File: src/rtl/ex_stage_pipe.sv
// ex_stage_pipe: forwarding muxes, ALU with iterative multiply, and EX/MEM output latch
module ex_stage_pipe #(
    parameter int WORD_W     = 32,
    parameter int SHAM_W     = 5,
    parameter int REG_W      = 5,
    parameter int MUL_CYCLES = 4
) (
    input  logic              CLK,
    input  logic              RST,
    input  logic              in_valid,
    input  logic              flush,
    input  logic              mem_stall,
    input  logic [WORD_W-1:0] rdat1,
    input  logic [WORD_W-1:0] rdat2,
    input  logic [WORD_W-1:0] imm,
    input  logic [SHAM_W-1:0] shamt,
    input  logic [3:0]        aluop,
    input  logic              alusrc,
    input  logic [1:0]        fwdA_sel,
    input  logic [1:0]        fwdB_sel,
    input  logic [WORD_W-1:0] fwd_mem,
    input  logic [WORD_W-1:0] fwd_wb,
    input  logic [WORD_W-1:0] nPC,
    input  logic              dREN,
    input  logic              dWEN,
    input  logic              regWr,
    input  logic [REG_W-1:0]  regDst,
    output logic              ex_busy,
    output logic              out_valid,
    output logic [WORD_W-1:0] ALUOut,
    output logic [WORD_W-1:0] wdat,
    output logic [WORD_W-1:0] nPC_next,
    output logic              dREN_next,
    output logic              dWEN_next,
    output logic              regWr_next,
    output logic [REG_W-1:0]  regDst_next,
    output logic              overflow,
    output logic              equal
);
    localparam int CNT_W = (MUL_CYCLES > 1) ? $clog2(MUL_CYCLES) : 1;
    localparam int LUI_SH = (WORD_W >= 32) ? 16 : WORD_W / 2;
    localparam logic [WORD_W-1:0] LUI_MASK = (WORD_W >= 32) ? WORD_W'(32'hFFFF) : '1;
    localparam logic [3:0] OP_MUL = 4'd12;

    typedef enum logic {IDLE, MUL} state_t;

    state_t            r_state, w_state_n;
    logic [CNT_W-1:0]  r_cnt, w_cnt_n;
    logic [WORD_W-1:0] w_opa, w_fb, w_opb, w_sum, w_dif, w_res, w_prod;
    logic              w_ovf, w_start, w_done;
    logic [WORD_W-1:0] r_ma, r_mb, r_mwdat, r_mnpc;
    logic              r_mren, r_mwen, r_mwr;
    logic [REG_W-1:0]  r_mdst;

    assign w_opa   = (fwdA_sel == 2'd1) ? fwd_mem : (fwdA_sel == 2'd2) ? fwd_wb : rdat1;
    assign w_fb    = (fwdB_sel == 2'd1) ? fwd_mem : (fwdB_sel == 2'd2) ? fwd_wb : rdat2;
    assign w_opb   = alusrc ? imm : w_fb;
    assign w_sum   = w_opa + w_opb;
    assign w_dif   = w_opa - w_opb;
    assign w_prod  = r_ma * r_mb;
    assign equal   = w_opa == w_fb;
    assign w_start = r_state == IDLE && in_valid && aluop == OP_MUL;
    assign w_done  = r_state == MUL && r_cnt == '0 && !mem_stall;
    assign ex_busy = w_start || (r_state == MUL && !w_done);

    // single-cycle ALU result and ADD/SUB signed overflow
    always_comb begin
        w_res = w_sum;
        w_ovf = 1'b0;
        case (aluop)
            4'd1: begin
                w_res = w_dif;
                w_ovf = (w_opa[WORD_W-1] != w_opb[WORD_W-1]) && (w_dif[WORD_W-1] != w_opa[WORD_W-1]);
            end
            4'd2:    w_res = w_opa & w_opb;
            4'd3:    w_res = w_opa | w_opb;
            4'd4:    w_res = w_opa ^ w_opb;
            4'd5:    w_res = ~(w_opa | w_opb);
            4'd6:    w_res = {{(WORD_W-1){1'b0}}, $signed(w_opa) < $signed(w_opb)};
            4'd7:    w_res = {{(WORD_W-1){1'b0}}, w_opa < w_opb};
            4'd8:    w_res = w_opb << shamt;
            4'd9:    w_res = w_opb >> shamt;
            4'd10:   w_res = $unsigned($signed(w_opb) >>> shamt);
            4'd11:   w_res = (imm & LUI_MASK) << LUI_SH;
            default: w_ovf = (w_opa[WORD_W-1] == w_opb[WORD_W-1]) && (w_sum[WORD_W-1] != w_opa[WORD_W-1]);
        endcase
    end

    // next state: flush aborts, stall holds, multiply counts down to zero then returns to IDLE
    always_comb begin
        w_state_n = r_state;
        w_cnt_n   = r_cnt;
        if (flush) begin
            w_state_n = IDLE;
            w_cnt_n   = '0;
        end else if (!mem_stall) begin
            if (w_start) begin
                w_state_n = MUL;
                w_cnt_n   = CNT_W'(MUL_CYCLES - 1);
            end else if (r_state == MUL) begin
                w_state_n = (r_cnt == '0) ? IDLE : MUL;
                w_cnt_n   = (r_cnt == '0) ? '0 : r_cnt - CNT_W'(1);
            end
        end
    end

    // state and iteration counter
    always_ff @(posedge CLK or posedge RST) begin
        if (RST) begin
            r_state <= IDLE;
            r_cnt   <= '0;
        end else begin
            r_state <= w_state_n;
            r_cnt   <= w_cnt_n;
        end
    end

    // EX/MEM latch and multiply operand capture
    always_ff @(posedge CLK or posedge RST) begin
        if (RST) begin
            out_valid   <= 1'b0;
            ALUOut      <= '0;
            wdat        <= '0;
            nPC_next    <= '0;
            dREN_next   <= 1'b0;
            dWEN_next   <= 1'b0;
            regWr_next  <= 1'b0;
            regDst_next <= '0;
            overflow    <= 1'b0;
            r_ma        <= '0;
            r_mb        <= '0;
            r_mwdat     <= '0;
            r_mnpc      <= '0;
            r_mren      <= 1'b0;
            r_mwen      <= 1'b0;
            r_mwr       <= 1'b0;
            r_mdst      <= '0;
        end else if (flush) begin
            out_valid <= 1'b0;
        end else if (!mem_stall) begin
            if (r_state == MUL) begin
                out_valid <= r_cnt == '0;
                if (r_cnt == '0) begin
                    ALUOut      <= w_prod;
                    wdat        <= r_mwdat;
                    nPC_next    <= r_mnpc;
                    dREN_next   <= r_mren;
                    dWEN_next   <= r_mwen;
                    regWr_next  <= r_mwr;
                    regDst_next <= r_mdst;
                    overflow    <= 1'b0;
                end
            end else if (w_start) begin
                out_valid <= 1'b0;
                r_ma      <= w_opa;
                r_mb      <= w_opb;
                r_mwdat   <= w_fb;
                r_mnpc    <= nPC;
                r_mren    <= dREN;
                r_mwen    <= dWEN;
                r_mwr     <= regWr;
                r_mdst    <= regDst;
            end else if (in_valid) begin
                out_valid   <= 1'b1;
                ALUOut      <= w_res;
                wdat        <= w_fb;
                nPC_next    <= nPC;
                dREN_next   <= dREN;
                dWEN_next   <= dWEN;
                regWr_next  <= regWr;
                regDst_next <= regDst;
                overflow    <= w_ovf;
            end else begin
                out_valid  <= 1'b0;
                dREN_next  <= 1'b0;
                dWEN_next  <= 1'b0;
                regWr_next <= 1'b0;
            end
        end
    end
endmodule

File: config.mk
export PLATFORM = sky130hd
export DESIGN_NAME = ex_stage_pipe
export DESIGN_NICKNAME = d
export VERILOG_FILES = /design/src/rtl/ex_stage_pipe.sv
export SDC_FILE = /design/constraint.sdc
export NUM_CORES = 2
export LEC_CHECK = 0
export CORE_UTILIZATION = 55
export CTS_CLUSTER_DIAMETER = 100
export DETAILED_ROUTE_END_ITERATION = 16
export PLACE_DENSITY = 0.78
export SLEW_MARGIN = 20
export SYNTH_ARGS = -nofsm -noshare
export SYNTH_HDL_FRONTEND = slang
export SYNTH_SLANG_ARGS = --single-unit
File: constraint.sdc
create_clock -name CLK -period 8.3 [get_ports CLK]
set_input_delay 2.075 -clock CLK [delete_from_list [all_inputs] [get_ports CLK]]
set_output_delay 2.075 -clock CLK [all_outputs]
set_load 0.01 [all_outputs]
==> out/results.tsv <==
stage	metric	value	unit
yosys	avgSynthCellArea	8.31	µm²
timing	finalSetupViolations	0	
pwr	p_comb_share	58.6	%
yosys	synthCells	4526	
yosys	synth_edf_count	0	
setup_path	cp.required	8.84	ns
routing	route.detailed.drc	0	
timing	fin_crit	7.88	ns
global_routing	track_usage	43.7	%
setup_path	path_common_cell	fa_1	
floorplanning	ioPinCount	327	
timing	fin_ws	0.420	ns
floorplanning	start_util	55.8	%
setup_path	critPathLaunchType	register	
timing	final-max-slew-violation-count	0	
timing	worst_slew_pin_slew	1.13	ns
routing	drt_first_iter_violations	3944	
clocking	numCtsBuffers	31	
routing	drt-total-wl	152000	µm
cells_and_area	drive_gt1_share	6.95	%
global_routing	antenna_found_initial	7	
pwr	switching_share	46.8	%
setup_path	critPathTopFamily	adder cells	
cells_and_area	seq_area	0.00613	mm²
flow_run	max_cap_viol_count	0	
cells_and_area	multiInputGateArea	0.0285	mm²
yosys	ys_top_cells_by_area	fa_1, dfrtp_1, ha_1	
setup_path	setup.worst_path.class	register to register	
yosys	synth_seq_cells	245	
yosys	syn_nets	5375	
routing	firstDrtPassIters	6	
floorplanning	die_x	264	µm
cells_and_area	fill_cells	5852	
global_routing	gr-total-overflow	0	
floorplanning	dieArea	0.0695	mm²
cells_and_area	nets	5569	
place	hpwl	123000	µm
floorplanning	core_area	0.0674	mm²
setup_path	path_max_fanout	19	
clocking	hold_buffers	0	
hold_path	min_path_type	register to register	
routing	routedWlPerCell	27.0	µm
clocking	clockRootBuffer	clkbuf_16	
clocking	cts_max_level	1	
cells_and_area	area_growth	14.4	%
pwr	p_leak	19.7	nW
clocking	cts_setup_buffers	0	
clocking	cts_tree	built	
floorplanning	rows	95	
yosys	synth_top_cell_area_share	21.8	%
routing	vias	35900	
timing	final_hold_viol_count	0	
status	outcome	complete, no violations	
yosys	ys_async_sr_fraction	100	%
timing	fin_tns_setup	0	ns
timing	fin_crit_sh	94.9	%
setup_path	crit_path_top_delay_cell	dfrtp_1	
yosys	synth_seq_area_share	16.3	%
timing	fmax	127	MHz
setup_path	crit_path_end_kind	register	
clocking	post_cts_resized	0	
pwr	seq_power_share	22.2	%
pwr	ir_drop	0.184	mV
timing	finClkSkew	0.0276	ns
place	routabilityCongestion	1.10	
floorplanning	dieHeight	264	µm
setup_path	crit_buf_inv	4	
setup_path	max_stage_delay	0.64	ns
setup_path	reg2reg_slack	0.42	ns
pwr	power_frac_clock	19.2	%
pwr	power.internal	4.07	mW
place	port_buffers	326	
clocking	path_clk_slew	0.06	ns
setup_path	crit_path_cell_trace	and2_1 > fa_1 > inv_1 > fa_1 > fa_1 > inv_1 > fa_1 > ha_1 > ha_1 > inv_1 > fa_1 > inv_1 > fa_1 > ha_1 > nand2_1 > o21ai_0 > a311o_1 > nor4b_1 > o311ai_0 > nand2_1 > o21ai_0 > a21oi_1 > mux2_2 > a211oi_1	
clocking	clock_latency	0.64	ns
timing	timing.slew.headroom	24.6	%
yosys	ys_dominant_reg_cell	dfrtp_1	
routing	ant_nets	0	
yosys	ys_types	99	
yosys	synth.yosys.warnings	0	
pwr	p_sw	3.59	mW
global_routing	grt_pass1_vias	35800	
clocking	cts.sinks	245	
global_routing	grt_max_degree	139	
yosys	yosysTopAreaCell	fa_1	
clocking	cts_max_path_buffers	3	
place	dp_slack	0.444	ns
timing	rsz0062_at_grt	false	
global_routing	grt_pass1_wl	228000	µm
routing	vias_per_cell	6.38	
pwr	pwr_density_cell	178	mW/mm²
yosys	syn-cell-area	0.0376	mm²
setup_path	crit_arrival	8.42	ns
==> synthesized netlist by cell type, drive strengths merged (24+ instances only) <==
library cell,count
ha,220
a31oi,26
dfrtp,245
a211oi,77
a21o,31
a21oi,230
a221oi,24
o21ai,334
and2,323
nor2b,52
o221ai,25
nand3,33
fa,410
mux2i,128
inv,492
mux4,28
nand2,684
xnor2,136
a22oi,34
buf,46
nor2,197
nand2b,40
nor3,27
o211ai,35
clkbuf,261
o22ai,30
==> routing by layer <==
metal	routed length [µm]	GRT usage (%)	part of all wire, %	vias to the layer above
met4	9440	21.8	6.2	8
met2	67400	68.1	44	2250
met5	46	0	0.030	-
met1	58000	57.0	38	17600
met3	16700	10.1	11	492
li1	-	-	-	15500
==> cell type report <==
cell class                      count  area share [%]
Tap cell                          873            2.54
Multi-Input combinational cell   3479            66.1
Clock inverter                     21           0.581
Clock buffer                       37            1.99
Sequential cell                   245            14.3
Timing Repair Buffer              468            10.2
Inverter                          495            4.32
Antenna cell                        4          0.0233
==> placed cells by master (no fill, tap or decap), drive strengths merged, types with 15 or more instances in the layout <==
master         instances
xnor2                136
ha                   220
clkdlybuf4s50        322
nand2                684
buf                  146
o31ai                 18
o211ai                35
a31oi                 26
a21o                  31
a221oi                24
nor2                 197
a211oi                77
o21ai                334
or3b                  17
a21oi                230
inv                  494
o22ai                 30
dfrtp                245
clkbuf                37
o221ai                25
xor2                  21
nor3                  27
nand3                 33
nor4                  15
nand4                 15
fa                   410
mux4                  28
a22oi                 34
nand2b                40
and2                 323
mux2                  22
a221o                 17
mux2i                128
nor2b                 52
==> worst paths after layout <==
path                           start      endpoint  cells past startpoint
setup / recovery             r_mb[2]    ALUOut[30]                     24
hold / removal             r_mnpc[4]     r_mnpc[4]                      2
setup reg to reg             r_mb[2]    ALUOut[30]                     24
hold reg to reg            r_mnpc[4]     r_mnpc[4]                      2
max in group asynchronous        RST    r_mnpc[25]                      4
min in group asynchronous        RST  nPC_next[26]                      3
==> flip-flops by register name, indices dropped and copies added, names as in the netlist, 32 cells and up <==
name,cells
ALUOut,32
nPC_next,32
r_ma,32
r_mb,32
r_mnpc,32
r_mwdat,32
wdat,32
==> power groups by stage <==
stage	Sequential [mW]	Clock [mW]	Combinational, mW
2_1_floorplan	1.57	0	2.83
3_3_place_gp	1.70	0	4.33
3_5_place_dp	1.70	0	4.37
4_1_cts	1.69	1.48	4.41
5_1_grt	1.71	1.52	4.88
6_report	1.70	1.47	4.49
==> stage by stage <==
| step | cells | hold slack [ns] | instance area, µm² | power, mW | util (%) |
|---|---|---|---|---|---|
| 2_1_floorplan | 4526 | 0.445 | 37600 | 4.40 | - |
| 3_3_place_gp | 5559 | 0.456 | 41900 | 6.03 | 62.2 |
| 3_5_place_dp | 5559 | 0.462 | 41900 | 6.07 | 62.2 |
| 4_1_cts | 5617 | 0.478 | 43000 | 7.58 | 63.8 |
| 5_1_grt | 5618 | 0.498 | 43000 | 8.11 | 63.9 |
| 6_report | 5622 | 0.477 | 43000 | 7.66 | 63.9 |
==> worst reg2reg max path, stage by stage, from the launching register on <==
cell and delay [ns]:
dfrtp_1 0.64, and2_1 0.33, fa_1 0.53, inv_1 0.05, fa_1 0.45, fa_1 0.50, inv_1 0.06, fa_1 0.53
ha_1 0.22, ha_1 0.28, inv_1 0.05, fa_1 0.48, inv_1 0.06, fa_1 0.48, ha_1 0.36, nand2_1 0.09
o21ai_0 0.42, a311o_1 0.33, nor4b_1 0.58, o311ai_0 0.37, nand2_1 0.16, o21ai_0 0.08, a21oi_1 0.16, mux2_2 0.35
a211oi_1 0.24
==> cell families after synthesis <==
group	share of synthesized area [%]
simple gates	18.4
compound gates	18.4
buf+inv	8.22
fa+ha+maj	29.1
flops	16.3
mux	5.76
xor+xnor	3.75
Power figures use the tool's default switching activity.
